[config.mk]
export PLATFORM = sky130hd
export DESIGN_NAME = ysyx_24100005_ifu
export DESIGN_NICKNAME = d
export VERILOG_FILES = /design/src/rtl/ysyx_24100005_pkg.sv /design/src/rtl/ysyx_24100005_ifu_fifo.sv /design/src/rtl/ysyx_24100005_ifu.sv
export SDC_FILE = /design/constraint.sdc
export NUM_CORES = 1
export LEC_CHECK = 0
export CAP_MARGIN = 20
export CORE_UTILIZATION = 44
export CTS_CLUSTER_DIAMETER = 30
export DETAILED_ROUTE_END_ITERATION = 7
export PLACE_DENSITY = 0.76
export SLEW_MARGIN = 20
export SYNTH_ARGS = -nofsm -noshare
export SYNTH_HDL_FRONTEND = slang
export SYNTH_SLANG_ARGS = --single-unit
[constraint.sdc]
create_clock -name clk -period 2.9 [get_ports clk]
set_clock_uncertainty 0.1 [all_clocks]
set_input_delay 0.29 -clock clk [delete_from_list [all_inputs] [get_ports clk]]
set_output_delay 0.29 -clock clk [all_outputs]
set_load 0.01 [all_outputs]
[src/rtl/ysyx_24100005_pkg.sv]
`default_nettype none
// ============================================================================
// Module      : ysyx_24100005_pkg
// Description : Shared types and constants for the instruction fetch unit.
//               Holds the fetch FSM state encoding and the default reset PC.
// Revision    : 1.0 - initial release
// ============================================================================
package ysyx_24100005_pkg;

  // Fetch FSM state encoding (explicit 2-bit width)
  typedef logic [1:0] ifu_state_t;

  localparam ifu_state_t C_ST_IDLE = 2'd0;  // waiting for buffer space
  localparam ifu_state_t C_ST_REQ  = 2'd1;  // request presented to memory
  localparam ifu_state_t C_ST_WAIT = 2'd2;  // request accepted, awaiting data

  // Default first fetch address after reset
  localparam logic [31:0] C_RESET_PC = 32'h8000_0000;

endpackage
`default_nettype wire

[src/rtl/ysyx_24100005_ifu_fifo.sv]
`default_nettype none
// ============================================================================
// Module      : ysyx_24100005_ifu_fifo
// Description : Instruction buffer. Synchronous FIFO with extra-bit pointers
//               so full and empty are distinguished without a separate count.
//               flush empties the buffer and overrides push/pop.
// Ports       : clk, rst (async active-low), flush, push, push_data, pop,
//               empty, count (occupancy), head_data (entry at read pointer)
// Revision    : 1.0 - initial release
// ============================================================================
module ysyx_24100005_ifu_fifo #(
  parameter int WIDTH = 64,
  parameter int DEPTH = 2
) (
  input  logic                     clk,
  input  logic                     rst,
  input  logic                     flush,
  input  logic                     push,
  input  logic [WIDTH-1:0]         push_data,
  input  logic                     pop,
  output logic                     empty,
  output logic [$clog2(DEPTH):0]   count,
  output logic [WIDTH-1:0]         head_data
);

  localparam int C_AW = $clog2(DEPTH);
  localparam logic [C_AW:0] C_ONE = (C_AW+1)'(1);

  logic [WIDTH-1:0] r_mem [DEPTH];
  logic [C_AW:0]    r_wr_ptr;
  logic [C_AW:0]    r_rd_ptr;
  logic             w_full;
  logic             w_do_push;
  logic             w_do_pop;

  // Same index with differing wrap bits means the writer is a lap ahead
  assign empty  = (r_wr_ptr == r_rd_ptr);
  assign w_full = (r_wr_ptr[C_AW] != r_rd_ptr[C_AW]) &&
                  (r_wr_ptr[C_AW-1:0] == r_rd_ptr[C_AW-1:0]);
  assign count  = r_wr_ptr - r_rd_ptr;

  assign w_do_pop  = pop && !empty;
  assign w_do_push = push && (!w_full || w_do_pop);

  always_ff @(posedge clk or negedge rst) begin
    if (!rst) begin
      r_wr_ptr <= '0;
      r_rd_ptr <= '0;
    end else if (flush) begin
      r_wr_ptr <= '0;
      r_rd_ptr <= '0;
    end else begin
      if (w_do_push) r_wr_ptr <= r_wr_ptr + C_ONE;
      if (w_do_pop)  r_rd_ptr <= r_rd_ptr + C_ONE;
    end
  end

  // Storage needs no reset: entries are only observable while occupied
  always_ff @(posedge clk) begin
    if (w_do_push && !flush) r_mem[r_wr_ptr[C_AW-1:0]] <= push_data;
  end

  assign head_data = r_mem[r_rd_ptr[C_AW-1:0]];

endmodule
`default_nettype wire

[src/rtl/ysyx_24100005_ifu.sv]
`default_nettype none
// ============================================================================
// Module      : ysyx_24100005_ifu
// Description : Instruction fetch unit. Issues one fetch at a time to memory
//               (valid/ready request, valid-only response), buffers returned
//               {instruction, pc} pairs and presents them to the decoder.
//               A redirect re-aims fetch, flushes the buffer, and drops any
//               response still in flight.
// Ports       : clk, rst (async active-low)
//               redirect_valid/redirect_pc      - jump/branch target
//               mem_req_valid/ready/addr        - fetch request
//               mem_resp_valid/data             - fetch response
//               inst_valid/ready, inst, inst_pc - decoder side
// Revision    : 1.0 - initial release
// ============================================================================
module ysyx_24100005_ifu
  import ysyx_24100005_pkg::*;
#(
  parameter int              XLEN      = 32,
  parameter logic [XLEN-1:0] RESET_PC  = C_RESET_PC,
  parameter int              BUF_DEPTH = 2
) (
  input  logic            clk,
  input  logic            rst,
  input  logic            redirect_valid,
  input  logic [XLEN-1:0] redirect_pc,
  output logic            mem_req_valid,
  input  logic            mem_req_ready,
  output logic [XLEN-1:0] mem_req_addr,
  input  logic            mem_resp_valid,
  input  logic [XLEN-1:0] mem_resp_data,
  output logic            inst_valid,
  input  logic            inst_ready,
  output logic [XLEN-1:0] inst,
  output logic [XLEN-1:0] inst_pc
);

  localparam int                C_CW      = $clog2(BUF_DEPTH) + 1;
  localparam logic [C_CW-1:0]   C_DEPTH   = C_CW'(BUF_DEPTH);
  localparam logic [C_CW:0]     C_DEPTH_X = (C_CW+1)'(BUF_DEPTH);
  localparam logic [XLEN-1:0]   C_STEP    = XLEN'(4);
  localparam logic [XLEN-1:0]   C_ALIGN   = ~XLEN'(3);

  ifu_state_t        r_state;
  ifu_state_t        w_state_nxt;
  logic [XLEN-1:0]   r_fetch_pc;
  logic              r_discard;

  logic              w_empty;
  logic [C_CW-1:0]   w_count;
  logic [2*XLEN-1:0] w_head;
  logic              w_pop;
  logic              w_push;
  logic              w_resp_in_wait;
  logic [C_CW:0]     w_count_after;
  logic              w_set_discard;

  assign w_resp_in_wait = (r_state == C_ST_WAIT) && mem_resp_valid;

  // A response is kept only if nothing has re-aimed fetch since it was issued
  assign w_push = w_resp_in_wait && !r_discard && !redirect_valid;
  assign w_pop  = inst_valid && inst_ready;

  // Occupancy after this cycle's push/pop decides whether to keep fetching
  assign w_count_after = {1'b0, w_count}
                       + {{C_CW{1'b0}}, w_push}
                       - {{C_CW{1'b0}}, w_pop};

  // Redirect while a request is (or becomes) outstanding without its data
  // arriving now: the eventual response belongs to the old path
  assign w_set_discard = redirect_valid &&
                         (((r_state == C_ST_WAIT) && !mem_resp_valid) ||
                          ((r_state == C_ST_REQ)  && mem_req_ready));

  always_comb begin
    w_state_nxt = r_state;
    case (r_state)
      C_ST_IDLE: begin
        if (redirect_valid || (w_count < C_DEPTH)) w_state_nxt = C_ST_REQ;
      end
      C_ST_REQ: begin
        if (mem_req_ready) w_state_nxt = C_ST_WAIT;
      end
      C_ST_WAIT: begin
        if (mem_resp_valid) begin
          if (redirect_valid || r_discard)     w_state_nxt = C_ST_REQ;
          else if (w_count_after < C_DEPTH_X)  w_state_nxt = C_ST_REQ;
          else                                 w_state_nxt = C_ST_IDLE;
        end
      end
      default: w_state_nxt = C_ST_IDLE;
    endcase
  end

  always_ff @(posedge clk or negedge rst) begin
    if (!rst) begin
      r_state    <= C_ST_IDLE;
      r_fetch_pc <= RESET_PC;
      r_discard  <= 1'b0;
    end else begin
      r_state <= w_state_nxt;

      if (redirect_valid)  r_fetch_pc <= redirect_pc & C_ALIGN;
      else if (w_push)     r_fetch_pc <= r_fetch_pc + C_STEP;

      if (w_set_discard)        r_discard <= 1'b1;
      else if (w_resp_in_wait)  r_discard <= 1'b0;
    end
  end

  ysyx_24100005_ifu_fifo #(
    .WIDTH (2*XLEN),
    .DEPTH (BUF_DEPTH)
  ) u_fifo (
    .clk       (clk),
    .rst       (rst),
    .flush     (redirect_valid),
    .push      (w_push),
    .push_data ({mem_resp_data, r_fetch_pc}),
    .pop       (w_pop),
    .empty     (w_empty),
    .count     (w_count),
    .head_data (w_head)
  );

  assign mem_req_valid = (r_state == C_ST_REQ);
  assign mem_req_addr  = r_fetch_pc;

  // Head is zeroed while empty so outputs read as zero under reset
  assign inst_valid = !w_empty;
  assign inst       = w_empty ? '0 : w_head[2*XLEN-1:XLEN];
  assign inst_pc    = w_empty ? '0 : w_head[XLEN-1:0];

endmodule
`default_nettype wire

==> qor.yml, run 1 <==
outcome: "completed"
max_clock_freq_mhz: 361
drt-total-wl_um: 14500
die_w_um: 127
final_common_cell: "clkdlybuf4s50_1"
worst_pin_slew_ps: 880
cts.path.max_buffers: 2
fin_setup_tns_ps: 0
yosys_most_used_dff: "edfxtp_1"
drive_above_1_share_pct: 10.5
async_reset_ff_share_pct: 23.0
track_usage_pct: 18.5
initialDrtViolationCount: 273
grt_pass1_wl_um: 22800
pwr-share-seq_pct: 48.2
cts.sinks: 161
grt_pass1_vias: 4476
synth_edf_count: 124
grt_max_degree: 65
area_growth_pct: 35.3
preCtsSetupSlack_ps: 36.5
wl_per_cell_um: 16.3
fin_nets: 739
antenna_found_initial: 0
numCtsBuffers: 17
yosysSeqAreaShare_pct: 67.2
power.density_nw_per_um2: 596
vias: 4404
min_period_over_period_pct: 95.5
io_pins: 168
final-setup-viol-count: 0
required_ps: 3090
leakagePower_nw: 3.12
crit_path_start_kind: "flip-flop"
arrival_ps: 2960
crit_path_max_fanout: 3
max_cap_violations: 0
die_h_um: 127
ys_types: 46
final_cell_mix: "159 x clkdlybuf4s50_1, 124 x edfxtp_1, 68 x nor2_1"
final-hold-violation-count: 0
drv_slew: 0
route.met3.wl_um: 770
rows: 45
worst_path_largest_cell_delay_ps: 490
tritoncts: "done"
rsz0062_at_grt: "false"
hp-class: "in2reg"
viasPerCell: 4.95
start_util_pct: 45.4
netlist_instances: 500
peakVddDrop_mv: 0.373
path_clk_slew_ps: 60
power_frac_comb_pct: 14.8
cts.htree.levels: 4
cp.buffers_inverters: 1
die-area_um2: 16200
post-route-min-period_ps: 2770
crit_path_end_kind: "flip-flop"
ys_ff_latch: 161
crit_family: "adder cells"
met1_length_um: 6420
p_int_mw: 4.21
cp_slowest_cell: "dfrtp_4"
clock_latency_ps: 410
place.gp.congestion: 0.791
path_cells: "ha_4 > and2_2 > inv_1 > and2_1 > ha_1 > or2_2 > fa_1 > xor2_1 > a211oi_2 > o21ai_1"
netlist_area_um2: 6920
worst_slack_ps: 130
reg2reg_slack_ps: 130
slew_headroom_pct: 41.3
p_switching_mw: 1.37
cts-root-buf: "clkbuf_16"
drc: 0
syn_area_per_cell_um2: 13.8
dpl.cell_count: 856
final-instance-count-excl-fill: 889
crit_type: "reg2reg"
clockPowerShare_pct: 36.9
dp_hpwl_um: 9410
dr.pass1.iters: 4
antenna_cells: 0
wl_met2_um: 7170
switching_share_pct: 24.5
routed.top_layer: "met4"
yosysWarnings: 0
place.port_buffers: 161
grt.overflow.total: 0
core-area_um2: 15300
postRouteAntennaNets: 0
## Yosys cell counts, drive strengths merged (2+ instances only)
master	count	area [um^2]
and2	5	31.3
nor3	10	90.1
nand4	6	58.8
clkbuf	14	52.6
and3	7	45.1
xnor2	27	236
mux2i	63	631
ha	3	37.5
o21ai	29	145
nor4	8	103
nand3	9	70.1
buf	15	98.8
nor2	68	255
dfrtp	36	901
nand2	39	146
inv	9	33.8
xor2	8	70.1
mux2	2	22.5
and4	3	26.3
edfxtp	124	3720
## metrics by stage
| step | cell area [um^2] | utilization, % | hold WS, ps | total power, mW |
|---|---|---|---|---|
| 6_report | 9370 | 61.4 | 147 | 5.58 |
| 5_1_grt | 9370 | 61.4 | 168 | 5.81 |
| 4_1_cts | 9340 | 61.2 | 136 | 5.63 |
| 3_5_place_dp | 8780 | 57.5 | 378 | 3.57 |
| 3_3_place_gp | 8780 | 57.5 | 357 | 3.54 |
| 2_1_floorplan | 6940 | - | -106 | 3.11 |
## registers in the layout, indices dropped and copies added (netlist names)
register	cells
u_fifo.r_wr_ptr	2
u_fifo.r_rd_ptr	2
r_state	2
u_fifo.r_mem	124
mem_req_addr	30
r_discard	1
## repair_timing
action	4_1_cts	5_1_grt
buffers inserted	0	0
endpoints found under the hold margin	36	0
resized for setup	2	6
endpoints found under the setup margin	62	63
hold buffers	1	0
gates cloned	0	0
pin swaps	0	1
## metal layers
| layer | vias to the layer above | global-route usage [%] |
|---|---|---|
| li1 | 2125 | - |
| met1 | 2155 | 23.1 |
| met2 | 116 | 31.3 |
| met3 | 8 | 4.73 |
| met4 | 0 | 6.02 |
| met5 | - | 0 |
## worst paths after layout
path | to | start | depth (start not counted)
worst min register to register | u_fifo.r_mem[1][31]$_DFFE_PP_ | mem_req_addr[31]$_DFFE_PN1N_ | 0
worst max-delay path | r_state[0]$_DFFE_PN0P_ | u_fifo.r_rd_ptr[0]$_DFFE_PN0P_ | 10
worst min-delay path | u_fifo.r_wr_ptr[0]$_DFFE_PN0P_ | redirect_valid | 4
min in group asynchronous | mem_req_addr[27]$_DFFE_PN0N_ | rst | 2
max in group asynchronous | u_fifo.r_rd_ptr[0]$_DFFE_PN0P_ | rst | 2
worst max register to register | r_state[0]$_DFFE_PN0P_ | u_fifo.r_rd_ptr[0]$_DFFE_PN0P_ | 10
## logic make-up (layout without fill, tap and decap cells)
logic type	count (synthesis)	count (layout)	synth area share [%]
and+or+nand+nor	160	160	12.5
muxes	65	65	9.44
buffers and inverters	38	213	2.68
other	1	4	0.0542
DFF	161	161	67.2
AOI/OAI and AO/OA	36	36	2.86
xor gates and xnor gates	35	35	4.43
adders and majority gates	4	4	0.832
## worst register-to-register path: cells and delay by family (launching register included)
| family | cells | cell delay, ps |
|---|---|---|
| xor+xnor | 1 | 180 |
| buf+inv | 1 | 70 |
| flops | 1 | 490 |
| fa+ha+maj | 3 | 940 |
| simple gates | 3 | 620 |
| compound gates | 2 | 270 |
## area by class of cell
| class | count | area (um^2) |
|---|---|---|
| clock buffers | 17 | 425 |
| clock inverters | 15 | 119 |
| fillers | 1196 | 5890 |
| inverters | 9 | 33.8 |
| multi-input cells | 304 | 2120 |
| flip-flops and latches | 161 | 4650 |
| well taps | 211 | 264 |
| repair buffers | 172 | 1750 |
## power by group through the flow
stage	Clock, mW	Sequential [mW]	Combinational (mW)
after global placement	0	2.73	0.811
final	2.06	2.69	0.828
after floorplan	0	2.73	0.379
after CTS	2.11	2.69	0.833
after detailed placement	0	2.74	0.827
after global routing	2.21	2.71	0.897
Power figures use the tool's default switching activity.
==> run 2: changes to the inputs <==
--- a/config.mk
+++ b/config.mk
@@ -9,8 +9,9 @@
 export CORE_UTILIZATION = 44
 export CTS_CLUSTER_DIAMETER = 30
 export DETAILED_ROUTE_END_ITERATION = 7
-export PLACE_DENSITY = 0.76
+export PLACE_DENSITY = 0.75
 export SLEW_MARGIN = 20
 export SYNTH_ARGS = -nofsm -noshare
 export SYNTH_HDL_FRONTEND = slang
+export SYNTH_HIERARCHICAL = 1
 export SYNTH_SLANG_ARGS = --single-unit
==> qor.yml, run 2 <==
fin_nets: 769
tritoncts: "done"
drive_above_1_share_pct: 18.1
drv_slew: 0
core-area_um2: 16000
ys_ff_latch: 165
worst_pin_slew_ps: 925
reg2reg_slack_ps: 150
hp-class: "in2reg"
grt_pass1_wl_um: 24000
cts.htree.levels: 4
final-instance-count-excl-fill: 925
syn_area_per_cell_um2: 13.9
fin_setup_tns_ps: 0
leakagePower_nw: 3.35
yosys_most_used_dff: "edfxtp_1"
yosysTopAreaCellShare_pct: 53.1
netlist_instances: 520
track_usage_pct: 19.0
dr.pass1.iters: 4
slew_headroom_pct: 38.3
crit_type: "reg2out"
synthMostInstantiatedCell: "edfxtp_1"
final-hold-violation-count: 0
grt.overflow.total: 0
yosys.area.top_type: "edfxtp_1"
final_common_cell: "clkdlybuf4s50_1"
final_cell_mix: "161 x clkdlybuf4s50_1, 128 x edfxtp_1, 66 x nor2b_1"
crit_path_end_kind: "primary output"
arrival_ps: 2430
drt-total-wl_um: 15600
path_clk_slew_ps: 60
ys_types: 46
largest_reg_flops: 128
synthTopCellsByArea: "edfxtp_1 53%, dfrtp_1 12%, mux2_2 10%, nor2b_1 5.8%, xor2_1 3.0%"
netlist_top_cells_count: "128 x edfxtp_1, 67 x nor2b_1, 65 x mux2_2"
area_growth_pct: 35.6
netlist_area_um2: 7240
start_util_pct: 45.3
crit_path_start_kind: "flip-flop"
async_reset_ff_share_pct: 22.4
dpl.cell_count: 887
grt_max_degree: 70
max_cap_violations: 0
final-setup-viol-count: 0
place.gp.congestion: 0.745
startpoint: "u_fifo/r_wr_ptr[0]$_DFFE_PN0P_"
grt_pass1_vias: 4816
required_ps: 2510
wl_per_cell_um: 16.9
place.port_buffers: 163
peakVddDrop_mv: 0.525
critical_path.endpoint: "inst_pc[11]"
antenna_found_initial: 1
rows: 46
postRouteAntennaNets: 0
max_clock_freq_mhz: 355
viasPerCell: 4.98
path_cells: "inv_2 > ha_4 > inv_4 > nor2_4 > buf_4 > buf_16 > nor2b_1 > clkdlybuf4s50_1"
cts.sinks: 165
crit_path_max_fanout: 33
cts.path.max_buffers: 2
die_w_um: 130
min_period_over_period_pct: 97.1
die_h_um: 130
worstRegToRegCells: 12
cp_slowest_cell: "clkdlybuf4s50_1"
dp_hpwl_um: 9840
die-area_um2: 17000
drc: 0
fillers: 1276
worst_path_largest_cell_delay_ps: 570
initialDrtViolationCount: 237
vias: 4610
r2r_start: "u_fifo/r_rd_ptr[0]$_DFFE_PN0P_"
r2r-end: "r_state[0]$_DFFE_PN0P_"
clock_latency_ps: 410
post-route-min-period_ps: 2820
yosysSeqAreaShare_pct: 65.9
yosysWarnings: 6
power.density_nw_per_um2: 629
io_pins: 168
cts-root-buf: "clkbuf_16"
synth_edf_count: 128
outcome: "completed"
whs_ps: 300
numCtsBuffers: 17
## run 2: what timing repair did
action,in CTS,in global routing
endpoints found under the setup margin,65,65
gates cloned,0,1
gates resized for setup,5,6
hold buffers,1,0
endpoints found under the hold margin,36,0
pin swaps,0,3
setup buffers,0,3
## run 2: cell type report
class	count	area [um^2]	share of cell area [%]
timing repair buffer	182	1840	18.7
clock buffer	23	468	4.76
sequential	165	4780	48.6
clock inverter	9	55.1	0.561
antenna	1	2.50	0.0255
tap	216	270	2.75
inverter	7	28.8	0.293
multi-input combinational	322	2380	24.3
## run 2: per-layer routing
| layer | track usage [%] | wire [um] | vias up | share of wire, % |
|---|---|---|---|---|
| li1 | - | - | 2221 | - |
| met1 | 21.7 | 6590 | 2241 | 42 |
| met2 | 33.3 | 7940 | 126 | 51 |
| met3 | 4.72 | 773 | 22 | 5.0 |
| met4 | 9.10 | 312 | 0 | 2.0 |
| met5 | 0 | 0 | - | 0 |
## run 2: cell families (layout without fill, tap and decap cells)
group                    count (synthesis)  after routing  synth area share [%]
AO/OA/AOI/OAI                           45             45                  3.44
XOR/XNOR                                31             31                  3.75
adder cells (fa/ha/maj)                  4              4                 0.795
buffers and inverters                   38            221                  2.52
flip-flops                             165            165                  65.9
multiplexers                            66             66                  10.2
other                                    1              7                0.0518
AND/OR/NAND/NOR                        170            170                  13.3
## run 2: through the flow
stage	power, mW	util, %	setup WS (ps)	cell area (um^2)
final	6.18	61.4	83.6	9820
after detailed placement	4.17	57.5	-9.16	9200
after CTS	6.17	61.0	16.7	9750
after global placement	4.13	57.5	75.2	9200
after floorplan	3.55	-	-657	7340
after global routing	6.44	61.4	-4.71	9820
## run 2: worst max-delay path: cells and delay by family, from the launching register on
family                   cells  cell delay [ps]
adder cells (fa/ha/maj)      1              240
buffers and inverters        5             1110
flip-flops                   1              430
AND/OR/NAND/NOR              2              230
## run 2: where the power goes
part / leakage [nW] / total [mW] / switching (mW) / internal (mW)
logic: 1.50 / 1.44 / 0.635 / 0.804
registers: 1.60 / 2.75 / 0.107 / 2.64
clock network: 0.252 / 1.99 / 0.860 / 1.13
## run 2: how the worst min path moves through the flow
stage                              endpoint             from  slack, ps  cells past startpoint
6_report       mem_req_addr[31]$_DFFE_PN1N_  redirect_pc[31]        300                      3
5_1_grt        mem_req_addr[31]$_DFFE_PN1N_  redirect_pc[31]        300                      3
4_1_cts        mem_req_addr[31]$_DFFE_PN1N_  redirect_pc[31]        280                      3
3_5_place_dp   mem_req_addr[15]$_DFFE_PN0N_              rst        380                      1
3_3_place_gp   mem_req_addr[14]$_DFFE_PN0N_              rst        350                      1
2_1_floorplan  mem_req_addr[10]$_DFFE_PN0N_              rst       -110                      0
